==> config.mk <==
export PLATFORM = sky130hd
export DESIGN_NAME = uart_sender_arbiter
export DESIGN_NICKNAME = d
export VERILOG_FILES = /design/src/rtl/uart_sender_arbiter.sv
export SDC_FILE = /design/constraint.sdc
export NUM_CORES = 1
export LEC_CHECK = 0
export CORE_AREA = 2 2 57 59
export DETAILED_ROUTE_END_ITERATION = 12
export DIE_AREA = 0 0 59 61
export PLACE_DENSITY = 0.82
export SKIP_LAST_GASP = 1
export SLEW_MARGIN = 10
export SYNTH_ARGS = -nofsm -noshare
export SYNTH_HDL_FRONTEND = slang
export SYNTH_SLANG_ARGS = --single-unit
==> constraint.sdc <==
create_clock -name clk -period 2.86 [get_ports clk]
set_input_delay 0.286 -clock clk [delete_from_list [all_inputs] [get_ports clk]]
set_output_delay 0.286 -clock clk [all_outputs]
set_load 0.05 [all_outputs]
==> src/rtl/uart_sender_arbiter.sv <==
// uart_sender_arbiter: locks the shared UART element sender to one requester at a time
//
// Round-robin arbiter with per-owner grant locking. The owner keeps the sender
// until it drops req, so a whole matrix printout is never interleaved.
// Optional idle-owner watchdog: define UART_SENDER_ARB_WDOG_EN.
//
// Ports:
//   clk, rst_n          clock, asynchronous active-low reset
//   req[N_REQ]          level request per requester
//   grant[N_REQ]        registered one-hot ownership
//   cli_*               per-requester sender controls (data slice i = [i*DATA_W +: DATA_W])
//   cli_done[N_REQ]     snd_done routed to the owner only
//   snd_*               muxed controls to the sender; snd_done comes back from it
//   busy                arbiter not idle
//   owner               index of current or last owner
//   proto_err           sticky: owner started while a send was in flight
//   wdog_revoke         1-cycle pulse when the watchdog revokes a grant
module uart_sender_arbiter #(
    parameter int N_REQ       = 3,
    parameter int DATA_W      = 8,
    parameter int WDOG_CYCLES = 100_000_000,
    localparam int IDX_W      = (N_REQ > 2) ? $clog2(N_REQ) : 1
) (
    input  logic                    clk,
    input  logic                    rst_n,
    input  logic [N_REQ-1:0]        req,
    output logic [N_REQ-1:0]        grant,
    input  logic [N_REQ*DATA_W-1:0] cli_data,
    input  logic [N_REQ-1:0]        cli_start,
    input  logic [N_REQ-1:0]        cli_is_last_col,
    input  logic [N_REQ-1:0]        cli_newline_only,
    input  logic [N_REQ-1:0]        cli_id,
    output logic [N_REQ-1:0]        cli_done,
    output logic [DATA_W-1:0]       snd_data,
    output logic                    snd_start,
    output logic                    snd_is_last_col,
    output logic                    snd_newline_only,
    output logic                    snd_id,
    input  logic                    snd_done,
    output logic                    busy,
    output logic [IDX_W-1:0]        owner,
    output logic                    proto_err,
    output logic                    wdog_revoke
);
    if (N_REQ < 2 || N_REQ > 8 || WDOG_CYCLES < 1) begin : g_param_err
        $error("uart_sender_arbiter: parameter out of range");
    end

    typedef enum logic [1:0] {IDLE, OWNED, DRAIN} state_t;

    state_t             state_q, state_d;
    logic [N_REQ-1:0]   grant_q, grant_d, elig;
    logic [IDX_W-1:0]   owner_q, owner_d, rr_ptr_q, rr_ptr_d, win;
    logic               in_flight_q, in_flight_d, proto_err_q, proto_err_d;
    logic               found, active, own_req, own_start, fwd_start, wdog_fire;
    int                 j;

    assign active    = state_q != IDLE;
    assign own_req   = req[owner_q];
    assign own_start = cli_start[owner_q];
    assign fwd_start = (state_q == OWNED) & own_start & ~in_flight_q;

`ifdef UART_SENDER_ARB_WDOG_EN
    localparam int CNT_W = (WDOG_CYCLES > 1) ? $clog2(WDOG_CYCLES) : 1;

    logic [CNT_W-1:0] wdog_cnt_q, wdog_cnt_d;
    logic [N_REQ-1:0] mask_q, mask_d;
    logic             wdog_revoke_q, idle_own;

    // Owner holds the sender but is doing nothing with it.
    assign idle_own  = (state_q == OWNED) & own_req & ~in_flight_q & ~fwd_start;
    assign wdog_fire = idle_own & (wdog_cnt_q == CNT_W'(WDOG_CYCLES - 1));

    // A revoked requester stays masked until its req is seen low; grant_q is
    // the owner's one-hot while OWNED.
    always_comb begin
        wdog_cnt_d = (idle_own & ~wdog_fire) ? wdog_cnt_q + 1'b1 : '0;
        mask_d     = (mask_q & req) | (wdog_fire ? grant_q : '0);
    end

    always_ff @(posedge clk or negedge rst_n) begin
        if (!rst_n) begin
            wdog_cnt_q    <= '0;
            mask_q        <= '0;
            wdog_revoke_q <= 1'b0;
        end else begin
            wdog_cnt_q    <= wdog_cnt_d;
            mask_q        <= mask_d;
            wdog_revoke_q <= wdog_fire;
        end
    end

    assign elig        = req & ~mask_q;
    assign wdog_revoke = wdog_revoke_q;
`else
    assign wdog_fire   = 1'b0;
    assign elig        = req;
    assign wdog_revoke = 1'b0;
`endif

    // First eligible requester searching upward from rr_ptr with wrap-around.
    always_comb begin
        win   = '0;
        found = 1'b0;
        j     = 0;
        for (int i = 0; i < N_REQ; i++) begin
            j = int'(rr_ptr_q) + i - ((int'(rr_ptr_q) + i >= N_REQ) ? N_REQ : 0);
            if (!found && elig[IDX_W'(j)]) begin
                win   = IDX_W'(j);
                found = 1'b1;
            end
        end
    end

    always_comb begin
        state_d     = state_q;
        grant_d     = grant_q;
        owner_d     = owner_q;
        rr_ptr_d    = rr_ptr_q;
        // A start and a done in the same cycle leave the send in flight.
        in_flight_d = active & (fwd_start | (in_flight_q & ~snd_done));
        proto_err_d = proto_err_q | (active & own_start & in_flight_q);
        case (state_q)
            IDLE: if (found) begin
                state_d  = OWNED;
                grant_d  = N_REQ'(1) << win;
                owner_d  = win;
                rr_ptr_d = (int'(win) == N_REQ - 1) ? '0 : win + 1'b1;
            end
            OWNED: if (!own_req && in_flight_d) begin
                state_d = DRAIN;
            end else if (!own_req || wdog_fire) begin
                state_d = IDLE;
                grant_d = '0;
            end
            DRAIN: if (snd_done) begin
                state_d = IDLE;
                grant_d = '0;
            end
            default: begin
                state_d = IDLE;
                grant_d = '0;
            end
        endcase
    end

    always_ff @(posedge clk or negedge rst_n) begin
        if (!rst_n) begin
            state_q     <= IDLE;
            grant_q     <= '0;
            owner_q     <= '0;
            rr_ptr_q    <= '0;
            in_flight_q <= 1'b0;
            proto_err_q <= 1'b0;
        end else begin
            state_q     <= state_d;
            grant_q     <= grant_d;
            owner_q     <= owner_d;
            rr_ptr_q    <= rr_ptr_d;
            in_flight_q <= in_flight_d;
            proto_err_q <= proto_err_d;
        end
    end

    always_comb begin
        snd_data         = '0;
        snd_is_last_col  = 1'b0;
        snd_newline_only = 1'b0;
        snd_id           = 1'b0;
        for (int i = 0; i < N_REQ; i++) begin
            if (active && owner_q == IDX_W'(i)) begin
                snd_data         = cli_data[i*DATA_W +: DATA_W];
                snd_is_last_col  = cli_is_last_col[i];
                snd_newline_only = cli_newline_only[i];
                snd_id           = cli_id[i];
            end
        end
    end

    assign snd_start = fwd_start;
    assign cli_done  = (active & snd_done) ? grant_q : '0;
    assign grant     = grant_q;
    assign busy      = active;
    assign owner     = owner_q;
    assign proto_err = proto_err_q;
endmodule
Word level (Yosys, flattened, before mapping)
Cells that the tools add are included.
Widths: inputs -> output; s select.
{ "classes": {"muxes": 46, "n_eq_ne": 10, "n_bitwise": 11, "n_lt_le_gt_ge": 7, "reduce_logical": 15, "n_shift": 1, "n_addsub": 6} }
{ "op_table": {"columns": ["operator", "n"], "rows": [
  ["$mux 8", 3],
  ["$mux 2", 11],
  ["$mux 1", 20],
  ["$mux 3", 5],
  ["$lt 2x4->1 const B", 3],
  ["$bmux 1 s2", 5],
  ["$pmux 3 s3", 1],
  ["$ne 2x2->1 const B", 4],
  ["$and 1x1->1", 7],
  ["$eq 2x2->1 const B", 3],
  ["$ge 3x2->1 const B", 2],
  ["$logic_and 1x1->1", 6],
  ["$pmux 2 s3", 1],
  ["$sub 2x2->2", 3],
  ["$eq 2x1->1 const B", 2],
  ["$logic_not 2->1", 2],
  ["$reduce_and 4->1", 1],
  ["$add 2x1->3 const B", 1],
  ["$add 2x2->3 const B", 1],
  ["$logic_not 1->1", 3],
  ["$lt 2x3->1 const B", 1],
  ["$ne 3x2->1 const B", 1],
  ["$reduce_and 3->1", 1],
  ["$shl 1x2->3 const A", 1],
  ["6 further kinds", 8]
]} }
{ "totals": {"out_inout_bits": 23, "wordCells": 102, "ff_bits": 11} }

Logic depth before layout (Yosys ltp)
{ "depth": {"depth_word": 16, "mapped_depth": 7} }

Worst setup path before layout
No wires, ideal clock.
{ "synth_timing": {"path_kind": "reg2out", "from": "reg owner_q[1] (netlist: owner[1])", "to": "out snd_data[1]", "path_slack_ps": 540, "t_required_ps": 2574, "arrival_time_ps": 2034, "path_stages_with_launch": 6, "cell_sequence": "dfrtp_1 -> buf_2 -> nor2b_1 -> clkbuf_1 -> a21oi_1 -> nor2_1"} }
{ "synth_between": {"elab_chain_cells": 5, "elab_cells_between_ends": 9, "classes_between": "eq/ne (2); mux (3); reduce/logical (4)"} }
{ "synth_lines": {"columns": ["item", "line", "rtl"], "rows": [
  ["start: declaration", "53", "logic [IDX_W-1:0] owner_q, owner_d, rr_ptr_q, rr_ptr_d, win;"],
  ["start signal: assignment", "158", "owner_q <= owner_d;"],
  ["$logic_not 2->1", "171", "if (active && owner_q == IDX_W'(i)) begin"],
  ["$logic_and 1x1->1", "171", null],
  ["$mux 8 (2 in series)", "171", null],
  ["$mux 8 *", "171", null],
  ["end: declaration", "34", "output logic [DATA_W-1:0] snd_data,"]
]} }
Mark *: on every way between the ends. The rest lies on a longest branch, timed or not.

Final worst setup path
{ "layout_timing": {"from": "reg rr_ptr_q[0]", "to": "reg grant_q[2] (netlist: grant[2])"} }
{ "layout_between": {"elab_chain_cells": 16, "elab_cells_between_ends": 35, "classes_between": "add/sub (5); order compare (3); eq/ne (1); shift (1); mux (20); reduce/logical (5)"} }
{ "layout_lines": {"columns": ["item", "line", "rtl"], "rows": [
  ["start: declaration", "53", null],
  ["start signal: assignment", "159", "rr_ptr_q <= rr_ptr_d;"],
  ["branches (longest 16 deep; another with $add 2x1->3)", null, null],
  ["end signal: assignment", "157", "grant_q <= grant_d;"],
  ["end: declaration", "52", "logic [N_REQ-1:0] grant_q, grant_d, elig;"]
]} }
Parallel ways; which one is timed is not known. The select of a mux whose other input is x is not followed.
A chain may end at the register's enable or synchronous reset.

==> summary.md <==
| Metric | Value |
|---|---|
| Minimum clock period | `between 2 and 2.5 ns` |
| Worst-margin pin slew | `around 0.52 ns` |
| Clock share of power | `under 10%` |
| Pint | `around 1.1 mW` |
| Sequential share of power | `between 10% and 20%` |
| CP startpoint kind | `flop` |
| Crit path kind | `reg2reg` |
| Pwr dens | `between 1000 and 1500 nW/um^2` |
| Share of flip-flops with an asynchronous set or reset | `between 90% and 100%` |
| Setup crit end kind | `flop` |
| DRC | `0` |
| Ys flop type | `dfrtp_1` |
| Run status | `completed` |
| Number of synthesized register bits | `11` |
| DRT iter0 DRCs | `~110` |
| Via density | `5.60` |
| Synthesized cell area | `between 1000 and 1500 sq um` |
| Max-slew violations | `0` |
| GPL Wtd Cong | `about 0.89` |
| Switch Pwr | `roughly 1.3 mW` |
| Core Area | `2950 sq um` |
| Average size of a mapped cell | `7.81 sq um` |
| # nets final | `~240` |
| Count of cell types in the netlist | `38` |
| Worst-path clk slew | `~0.08 ns` |
| Largest net degree at the start of global routing | `17` |
| Vias in the first global route | `roughly 1,300` |
| Num Clock Sinks | `11` |
| Die area | `about 3600 sq um` |
| Initial Util | `about a third` |
| Ys Warns | `0` |
| CP bufs+invs | `1` |
| Area Growth Syn to Fin | `79.3%` |
| Mapped Cells | `about 130` |
| TritonRoute pass-1 iters | `5` |
| Max-Cap Viols | `0` |
| CTS buffer count | `3` |
| Worst slew margin | `between 60 and 70%` |
| Maximum net fanout on the critical path | `7` |
| Seq/Total Area, Yosys | `a little over a quarter` |
| Total power | `~2.4 mW` |
| Grt ovf | `0` |
| Wirelength per Cell | `16.5 microns` |
| GRT Total Usage | `a little over a fifth` |
| First-pass GRT wire length | `5870 microns` |
| RSZ-0062 raised after global routing | `false` |
| Fin crit share | `about 80%` |
| DR vias | `roughly 1,300` |
| Crit-path cells | `inv_1 > ha_1 > and2_1 > o32a_1 > and4_4 > a221o_1 > a22o_1` |
| Required @ worst endpoint | `a little over 3 ns` |
| WL final | `about 3800 microns` |
| Fmax | `435 MHz` |
| DRT antenna net count | `0` |
| Cell Rows | `20` |
| Logic pwr share | `between 80% and 90%` |
| Die Ht | `between 60 and 70 microns` |
| CTS tree | `yes` |
| Setup bufs post-CTS | `0` |
| Setup violators final | `0` |
| Setup_tns | `0 ns` |
| Port bufs | `63` |
| Clock Latency Late Sink | `just under 0.3 ns` |
| HP Class | `in2async` |
| Final Core Density | `approximately 62%` |
| Final hold viol count | `0` |
| Synthesized net count | `177` |
| Layout cells sized above 1 | `12.8%` |
| Post-DP HPWL | `between 2000 and 3000 microns` |
| Initial antenna violation count | `0` |
| CTS root buf | `clkbuf_4` |
| Clock skew | `between 0.01 and 0.015 ns` |
| Htree depth | `1` |
| Die width | `between 50 and 60 microns` |
| # IOs | `65` |
| Critical path's top delay family | `compound AO/OA/AOI/OAI gates` |
| Peak VDD IR | `roughly 0.75 mV` |
| Post-CTS Hold Fix Bufs | `0` |
| Post-CTS sizing | `0` |
| Worst-case clock buffer depth | `2` |
| Largest stage delay, worst path | `between 0.4 and 0.5 ns` |
| Total leakage power | `0.816 nW` |
| Crit path DAT | `about 2.5 ns` |
| Net Sw Frac | `between 50% and 60%` |
| EDFF count, synth | `0` |
| Diode count | `0` |
| Slowest stage cell, crit path | `ha_1` |
==> worst paths after layout <==
kind,to,cells past startpoint,start,slack (ns)
min in group clk,proto_err,1,proto_err,0.49
setup reg to reg,grant[2],7,rr_ptr_q[0],0.56
max in group asynchronous,rr_ptr_q[0],1,rst_n,2.17
setup / recovery,grant[2],7,rr_ptr_q[0],0.56
hold reg to reg,proto_err,1,proto_err,0.49
hold / removal,proto_err,1,rst_n,0.33
==> flip-flops by register name, indices dropped and copies added (netlist names) <==
signal	cells
owner	2
grant	3
in_flight_q	1
state_q	2
proto_err	1
rr_ptr_q	2
==> synthesized netlist by cell type, drive strengths merged, types with 2 or more instances <==
cell,count,share of area (%)
dfrtp,11,27
nand2,6,2.2
nor2,28,11
a211oi,2,1.5
o311a,2,2.0
mux2i,14,14
o22ai,2,1.2
nor2b,4,2.4
nand4,2,1.2
nand3,2,0.98
o21ai,5,2.4
clkbuf,3,1.1
buf,3,1.7
a21oi,12,5.9
inv,6,2.2
a22o,2,1.7
ha,4,4.9
nand2b,4,2.4
and3,3,1.8
==> worst reg2reg max path, cell delays in order (launching register included) <==
cell and delay [ns]:
dfrtp_1 0.38, inv_1 0.09, ha_1 0.41, and2_1 0.21, o32a_1 0.33, and4_4 0.16, a221o_1 0.39, a22o_1 0.24
==> area by class of cell <==
type                            count  area [sq um]
Clock buffer                        4          26.3
Sequential cell                    11           275
Tap cell                           33          41.3
Fill cell                         274          1120
Multi-Input combinational cell    108           697
Inverter                            6          22.5
Timing Repair Buffer               67           773
==> cell usage in the layout (no fill, tap or decap), types with 2 or more instances in the layout <==
master,instances
a21oi_1,12
o21ai_0,4
a22o_1,2
mux2i_1,14
nor2_1,27
ha_1,4
inv_1,6
nor2b_1,4
buf_12,12
and3_1,3
clkdlybuf4s50_1,48
nand4_1,2
nand3_1,2
nand2_1,6
dfrtp_1,11
buf_4,7
o311a_1,2
a211oi_1,2
clkbuf_4,3
o22ai_1,2
nand2b_1,4
==> power groups by stage <==
stage / Combinational, mW / Sequential [mW] / Clock [mW]
final: 1.99 / 0.293 / 0.116
after global routing: 2.10 / 0.304 / 0.124
after CTS: 1.97 / 0.292 / 0.114
after detailed placement: 1.97 / 0.295 / 0
after global placement: 1.92 / 0.292 / 0
after floorplan: 1.09 / 0.381 / 0
==> cells by family (layout without fill, tap and decap cells) <==
family	Yosys count	count (layout)	synth area share (%)
AO/OA/AOI/OAI	34	34	22.3
AND/OR/NAND/NOR	54	54	25.8
buffers and inverters	12	77	5.01
flip-flops	11	11	26.9
multiplexers	15	15	14.8
other	1	1	0.366
adder cells (fa/ha/maj)	4	4	4.89
==> per-layer routing <==
metal | vias up | global-route usage [%] | part of all wire, %
li1 | 598 | - | -
met1 | 592 | 26.6 | 37
met2 | 75 | 39.0 | 53
met3 | 18 | 4.48 | 7.7
met4 | 0 | 3.57 | 2.2
met5 | - | 0 | 0
==> metrics by stage <==
step / hold WS, ns / setup slack, ns / area, sq um / cells
after floorplan: -0.00959 / 0.540 / 1020 / 131
after global placement: 0.452 / 0.675 / 1810 / 225
after detailed placement: 0.476 / 0.577 / 1810 / 225
after CTS: 0.368 / 0.562 / 1840 / 229
after global routing: 0.394 / 0.440 / 1840 / 229
final: 0.331 / 0.560 / 1840 / 229
(Power assumes the default switching activity.)
